==> config.mk <==
export PLATFORM = sky130hd
export DESIGN_NAME = seg7_hex_scanner
export DESIGN_NICKNAME = d
export VERILOG_FILES = /design/src/rtl/seg7_hex_scanner.sv
export SDC_FILE = /design/constraint.sdc
export NUM_CORES = 1
export LEC_CHECK = 0
export ABC_AREA = 0
export BUFFER_PORTS_ARGS = -buffer_cell sky130_fd_sc_hd__buf_2
export CORE_UTILIZATION = 50
export CTS_CLUSTER_DIAMETER = 50
export CTS_CLUSTER_SIZE = 40
export DETAILED_ROUTE_END_ITERATION = 7
export GPL_ROUTABILITY_DRIVEN = 0
export MAX_ROUTING_LAYER = met4
export PLACE_DENSITY_LB_ADDON = 0.15
export SYNTH_ARGS = -nofsm -noshare
export SYNTH_HDL_FRONTEND = slang
export SYNTH_SLANG_ARGS = --single-unit
==> constraint.sdc <==
create_clock -name CLK -period 4.98 [get_ports CLK]
set_input_delay 0.996 -clock CLK [delete_from_list [all_inputs] [get_ports CLK]]
set_output_delay 0.996 -clock CLK [all_outputs]
set_load 0.05 [all_outputs]
==> src/rtl/seg7_hex_scanner.sv <==
// rtl/seg7_hex_scanner.sv - 8-digit hex seven-segment scanner with frame-synchronous word update
// Shows a 32-bit word as 8 hex digits; loaded words are shadowed until the end of digit 7's dwell.
module seg7_hex_scanner #(
  parameter int unsigned SCAN_DIV   = 100000,
  parameter bit          ACTIVE_LOW = 1'b1
) (
  input  logic        CLK,
  input  logic        RST,
  input  logic [31:0] inputData,
  input  logic        load,
  input  logic        blankLZ,
  input  logic [7:0]  dpMask,
  output logic [7:0]  tubeSelect,
  output logic [7:0]  tubeChar,
  output logic        frameDone,
  output logic        updatePending
);

  localparam int unsigned      CNT_W   = (SCAN_DIV > 1) ? $clog2(SCAN_DIV) : 1;
  localparam logic [CNT_W-1:0] CNT_MAX = CNT_W'(SCAN_DIV - 1);
  localparam logic [7:0]       OFF     = ACTIVE_LOW ? 8'hFF : 8'h00;

  logic [CNT_W-1:0] cnt_q, cnt_d;
  logic [2:0]       idx_q, idx_d;
  logic [31:0]      shadow_q, shadow_d;
  logic [31:0]      disp_q, disp_d;
  logic             pending_q, pending_d;
  logic             frame_done_q, frame_done_d;
  logic [7:0]       sel_q, sel_d;
  logic [7:0]       char_q, char_d;

  logic             dwell_end;
  logic             boundary;
  logic [31:0]      upper;
  logic             blank;
  logic [7:0]       sel_n;
  logic [7:0]       seg_n;

  function automatic logic [7:0] hex_seg(input logic [3:0] n);
    case (n)
      4'h0:    hex_seg = 8'hC0;
      4'h1:    hex_seg = 8'hF9;
      4'h2:    hex_seg = 8'hA4;
      4'h3:    hex_seg = 8'hB0;
      4'h4:    hex_seg = 8'h99;
      4'h5:    hex_seg = 8'h92;
      4'h6:    hex_seg = 8'h82;
      4'h7:    hex_seg = 8'hF8;
      4'h8:    hex_seg = 8'h80;
      4'h9:    hex_seg = 8'h90;
      4'hA:    hex_seg = 8'h88;
      4'hB:    hex_seg = 8'h83;
      4'hC:    hex_seg = 8'hC6;
      4'hD:    hex_seg = 8'hA1;
      4'hE:    hex_seg = 8'h86;
      default: hex_seg = 8'h8E;
    endcase
  endfunction

  always_comb begin
    cnt_d        = cnt_q + 1'b1;
    idx_d        = idx_q;
    shadow_d     = shadow_q;
    disp_d       = disp_q;
    pending_d    = pending_q;
    dwell_end    = (cnt_q == CNT_MAX);
    boundary     = dwell_end && (idx_q == 3'd7);
    frame_done_d = boundary;

    if (dwell_end) begin
      cnt_d = '0;
      idx_d = idx_q + 3'd1;
    end

    // A load landing exactly on the boundary bypasses the shadow and wins.
    if (boundary) begin
      if (load) begin
        disp_d    = inputData;
        pending_d = 1'b0;
      end else if (pending_q) begin
        disp_d    = shadow_q;
        pending_d = 1'b0;
      end
    end else if (load) begin
      shadow_d  = inputData;
      pending_d = 1'b1;
    end

    // A digit is a leading zero when it and every nibble above it are zero.
    upper = disp_q >> {idx_q, 2'b00};
    blank = blankLZ && (idx_q != 3'd0) && (upper == 32'd0);
    seg_n = blank ? 8'hFF : hex_seg(upper[3:0]);
    if (dpMask[idx_q]) begin
      seg_n[7] = 1'b0;
    end
    sel_n = ~(8'b1 << idx_q);

    sel_d  = ACTIVE_LOW ? sel_n : ~sel_n;
    char_d = ACTIVE_LOW ? seg_n : ~seg_n;
  end

  always_ff @(posedge CLK) begin
    if (RST) begin
      cnt_q        <= '0;
      idx_q        <= 3'd0;
      shadow_q     <= 32'd0;
      disp_q       <= 32'd0;
      pending_q    <= 1'b0;
      frame_done_q <= 1'b0;
      sel_q        <= OFF;
      char_q       <= OFF;
    end else begin
      cnt_q        <= cnt_d;
      idx_q        <= idx_d;
      shadow_q     <= shadow_d;
      disp_q       <= disp_d;
      pending_q    <= pending_d;
      frame_done_q <= frame_done_d;
      sel_q        <= sel_d;
      char_q       <= char_d;
    end
  end

  assign tubeSelect    = sel_q;
  assign tubeChar      = char_q;
  assign frameDone     = frame_done_q;
  assign updatePending = pending_q;

endmodule

Word-level counts from Yosys, hierarchy flattened
Memories as Yosys holds them, arrays and structs flattened.
Index checks and enable logic that the tools add are counted.
Widths: inputs -> output; s select.
{ "word_totals": {"rom_bits": 112, "n_memories": 1, "in_bits": 44, "elab_cells": 36, "output_inout_bits": 18, "regBits": 102} }
{ "classes": {"bitwise_logic": 2, "eq_ne": 2, "shifts": 2, "add_sub_neg": 2, "magnitude_cmp": 1, "n_reduce_logical": 11, "muxes": 6} }
{ "memory_table": {"columns": ["name", "words", "width", "read_ports", "rd_clocked_by_memory_dff", "wr", "line", "text"], "rows": [
  ["(no name shown)", 16, 7, 1, 0, 0, "40", "case (n)"]
]} }
{ "op_table": {"columns": ["cell", "count"], "rows": [
  ["$mux 32", 2],
  ["$logic_not 32->1", 1],
  ["$shr 32x5->32", 1],
  ["$add 17x1->17 const B", 1],
  ["$eq 17x17->1 const B", 1],
  ["$mux 8", 1],
  ["$not 8->8", 1],
  ["$shl 1x3->8 const A", 1],
  ["$reduce_or 2->1", 3],
  ["$lt 3x4->1 const B", 1],
  ["$reduce_and 2->1", 2],
  ["$add 3x1->3 const B", 1],
  ["$bmux 1 s3", 1],
  ["$eq 3x3->1 const B", 1],
  ["$logic_and 1x1->1", 3],
  ["$reduce_bool 3->1", 1],
  ["$mux 1", 2],
  ["$reduce_bool 2->1", 1],
  ["$not 1->1", 1]
]} }

Depth between registers and ports, before layout
{ "depth": {"depth_word": 5, "depth_mapped": 11, "depth_no_buf": 8} }

Worst setup path before layout
No wires, ideal clock.
{ "synth_path": {"path_kind": "register to register", "startpoint": "reg idx_q[0]", "endpoint": "reg char_q[3], in the netlist tubeChar[3]", "setup_time_ns": 0.083, "path_buffers": 2, "stages_incl_launch_ff": 10, "synth_period_minus_slack_ns": 2.932, "arrival_ns": 2.850, "t_required_ns": 4.897, "path_slack_ns": 2.048, "path_cell_list": "dfxtp_1 clkbuf_1 buf_1 mux4_2 mux2i_1 ha_1 nand2_1 a211oi_1 a31oi_1 o221ai_1"} }
{ "synth_between": {"elab_chain_len": 4, "elab_cells_between_ends": 7, "cone_classes": "shift (1); reduce/logical (5); memory (1)"} }
{ "synth_rtl": {"columns": ["item", "line", "text"], "rows": [
  ["start: declaration", "24", "logic [2:0] idx_q, idx_d;"],
  ["start signal: assignment", "114", "idx_q <= idx_d;"],
  ["$shr 32x5->32 / $reduce_bool 3->1 (equally long branches)", "90, 91", null],
  ["$logic_not 32->1 / $logic_and 1x1->1 (equally long branches)", "91", "blank = blankLZ && (idx_q != 3'd0) && (upper == 32'd0);"],
  ["$logic_and 1x1->1", "91", null],
  ["$reduce_or 2->1 (no source line)", null, null],
  ["end signal: assignment", "120", "char_q <= char_d;"],
  ["end: declaration", "30", "logic [7:0] char_q, char_d;"]
]} }
Parallel ways exist; a longest one is shown, timed or not.
A chain may end at the register's enable or synchronous reset.

Worst setup path after layout
{ "layout_path": {"startpoint": "reg idx_q[0]", "endpoint": "reg char_q[0], in the netlist tubeChar[0]"} }
Same word-level chain as after synthesis.

==> flow_metrics.py <==
metrics = {
    "logic_synthesis": {
        "synth.top_cell.area_share_pct": 42.0,
        "synth_enable_flop_cells": 0,
        "synth_common_cells": "dfxtp_1 (102), nor2_1 (88), mux2i_1 (77), a211oi_2 (28), nand2_1 (26)",
        "synth.most_common_cell": "dfxtp_1",
        "avgSynthCellArea_um2": 10.0,
        "synthCells": 484,
        "yosysSeqAreaShare_pct": 42.0,
        "synth-async-reset-ratio_pct": 0,
        "synth_area_leaders": "dfxtp_1 (42%), mux2i_1 (16%), a211oi_2 (7.2%)",
        "synth.cell_area_um2": 4860,
        "synth_fp_nets": 540,
        "ys_ff_latch": 102,
        "yosysTopAreaCell": "dfxtp_1",
        "ys_warn_count": 0,
        "ys.flop_type": "dfxtp_1",
        "synth_cell_type_count": 45,
    },
    "floorplan": {
        "num_rows": 35,
        "dieArea_um2": 10100,
        "die_w_um": 101,
        "core_um2": 9330,
        "io_pins": 62,
        "start_util_pct": 52.1,
        "die_y_um": 101,
    },
    "global_route": {
        "grt_pass1_wl_mm": 15.8,
        "track_usage_pct": 20.3,
        "grt_start_max_net_pins": 65,
        "overflow": 0,
        "grt_antenna_before_repair": 0,
        "grt_pass1_vias": 3270,
    },
    "critical_path": {
        "path_delay_family": "multiplexers",
        "max_stage_delay_ns": 0.90,
        "cp_slowest_cell": "dfxtp_1",
        "critPathCaptureType": "flop",
        "path_cells": "mux4_2 -> mux2i_1 -> ha_1 -> nand2_1 -> a211oi_1 -> a31oi_1 -> o21ai_0",
        "cp.required_ns": 5.25,
        "cp.arrival_ns": 3.40,
        "critPathKind": "flop to flop",
        "critical_path_buf_inv_count": 0,
        "cp-start-kind": "flop",
        "crit_fanout": 17,
    },
    "timing": {
        "post-route-period-util_pct": 62.8,
        "worst_pin_slew_ns": 1.09,
        "setup_viol_count_final": 0,
        "rsz0062_at_grt": "no",
        "setup_tns_ns": 0,
        "slew_viol_final": 0,
        "max_slew_margin_pct": 27.4,
        "max_freq_mhz": 320,
        "worst_clock_skew_ns": 0.00551,
        "hold_viol_final": 0,
        "period_minus_slack_ns": 3.13,
    },
    "routing": {
        "routed_wl_mm": 9.43,
        "wl_per_cell_um": 14.2,
        "viasPerCell": 5.40,
        "drt_iter0_drc": 117,
        "route.detailed.drc": 0,
        "vias": 3581,
        "ant_nets": 0,
        "dr.pass1.iters": 4,
    },
    "pwr": {
        "p_leak_uw": 0.00215,
        "peakVddDrop_v": 0.000161,
        "p_int_uw": 1110,
        "power.density_nw_per_um2": 270,
        "p_sw_uw": 344,
        "combinationalPowerShare_pct": 8.6,
        "p_clk_share_pct": 33.2,
        "switching_share_pct": 23.7,
        "seqPwrFrac_pct": 58.2,
    },
    "clocking": {
        "clk_pin_slew_ns": 0.09,
        "cts_made_buffers": 9,
        "clk_latency_ns": 0.36,
        "root_buffer": "clkbuf_8",
        "hold_buffers": 0,
        "htreeDepth": 3,
        "cts_tree": "built",
        "cts_sinks": 102,
        "post-cts-setup-buffers": 0,
        "cts.repair.resized": 0,
        "clockBufferDepth": 2,
    },
    "place": {
        "portBuffers": 61,
        "dp_hpwl_mm": 6.63,
        "dp_cells": 647,
    },
    "run_status": {
        "status": "finished, final reports clean",
    },
    "layout": {
        "area_growth_pct": 10.8,
        "diodes": 0,
        "final_layout_size_suffix_gt1_share_pct": 23.0,
        "fillers": 839,
        "instances_no_fill": 663,
        "fin_nets": 585,
    },
    "run": {
        "cap_viol_max_count": 0,
    },
    "hold_path": {
        "min_path_type": "flop to flop",
    },
}
-- area by class of cell --
| class | count | area [um^2] | area share [%] |
|---|---|---|---|
| multi-input combinational | 341 | 2620 | 48.6 |
| clock buffer | 14 | 173 | 3.21 |
| sequential | 102 | 2040 | 37.9 |
| timing repair buffer | 66 | 343 | 6.37 |
| tap | 129 | 161 | 3.00 |
| inverter | 9 | 33.8 | 0.627 |
| clock inverter | 2 | 15.0 | 0.279 |
-- per-stage QoR --
| stage | area (um^2) | utilization (%) | power (uW) | hold WS (ns) | setup slack (ns) |
|---|---|---|---|---|---|
| 6_report | 5380 | 57.7 | 1450 | 0.467 | 1.85 |
| 5_1_grt | 5380 | 57.7 | 1510 | 0.502 | 1.55 |
| 4_1_cts | 5380 | 57.7 | 1480 | 0.476 | 1.85 |
| 3_5_place_dp | 5200 | 55.7 | 992 | 0.454 | 1.86 |
| 3_3_place_gp | 5200 | 55.7 | 989 | 0.446 | 1.91 |
| 2_1_floorplan | 4860 | - | 954 | 0.430 | 2.05 |
-- layer usage --
layer / track usage (%) / vias up / wire length (um)
met3: 3.68 / 14 / 314
met2: 31.0 / 71 / 4280
li1: - / 1808 / -
met1: 27.1 / 1688 / 4720
met5: - / - / 0
met4: 6.69 / 0 / 117
-- power groups by stage --
stage	logic (uW)	registers, uW	clock network (uW)
after global placement	124	865	0
after floorplan	75.5	878	0
after CTS	127	847	504
after detailed placement	126	866	0
after global routing	137	849	529
final	124	846	483
-- cells in the final DEF (no fill, tap or decap), types with 8 or more instances in the layout --
cell	count
xor2_1	9
mux4_2	9
a211oi_1	8
nand2_1	26
dfxtp_1	102
ha_1	12
nor4_1	10
clkbuf_8	12
a211oi_2	28
buf_2	61
mux2i_1	77
nor2_1	88
nand3_1	9
-- sequential cells by signal, indices dropped and copies added, names as in the netlist --
name	count
tubeSelect	8
cnt_q	17
idx_q	3
shadow_q	32
frameDone	1
disp_q	32
tubeChar	8
updatePending	1
-- kinds of logic (layout without fill, tap and decap cells) --
| kind of cell | Yosys count | count (layout) | synth area share, % |
|---|---|---|---|
| AND/OR/NAND/NOR | 163 | 163 | 15.3 |
| flip-flops | 102 | 102 | 42.0 |
| multiplexers | 86 | 86 | 20.0 |
| AO/OA/AOI/OAI | 64 | 64 | 12.3 |
| buffers and inverters | 41 | 91 | 4.32 |
| XOR/XNOR | 16 | 16 | 2.88 |
| adder cells (fa/ha/maj) | 12 | 12 | 3.09 |
-- path summary, 6_finish.rpt --
kind | startpoint | endpoint | slack, ns | cells after the start
worst max-delay path | idx_q[0] | tubeChar[0] | 1.85 | 7
worst min register to register | cnt_q[0] | cnt_q[0] | 0.47 | 1
worst max register to register | idx_q[0] | tubeChar[0] | 1.85 | 7
worst min-delay path | cnt_q[0] | cnt_q[0] | 0.47 | 1
(Power assumes the default switching activity.)
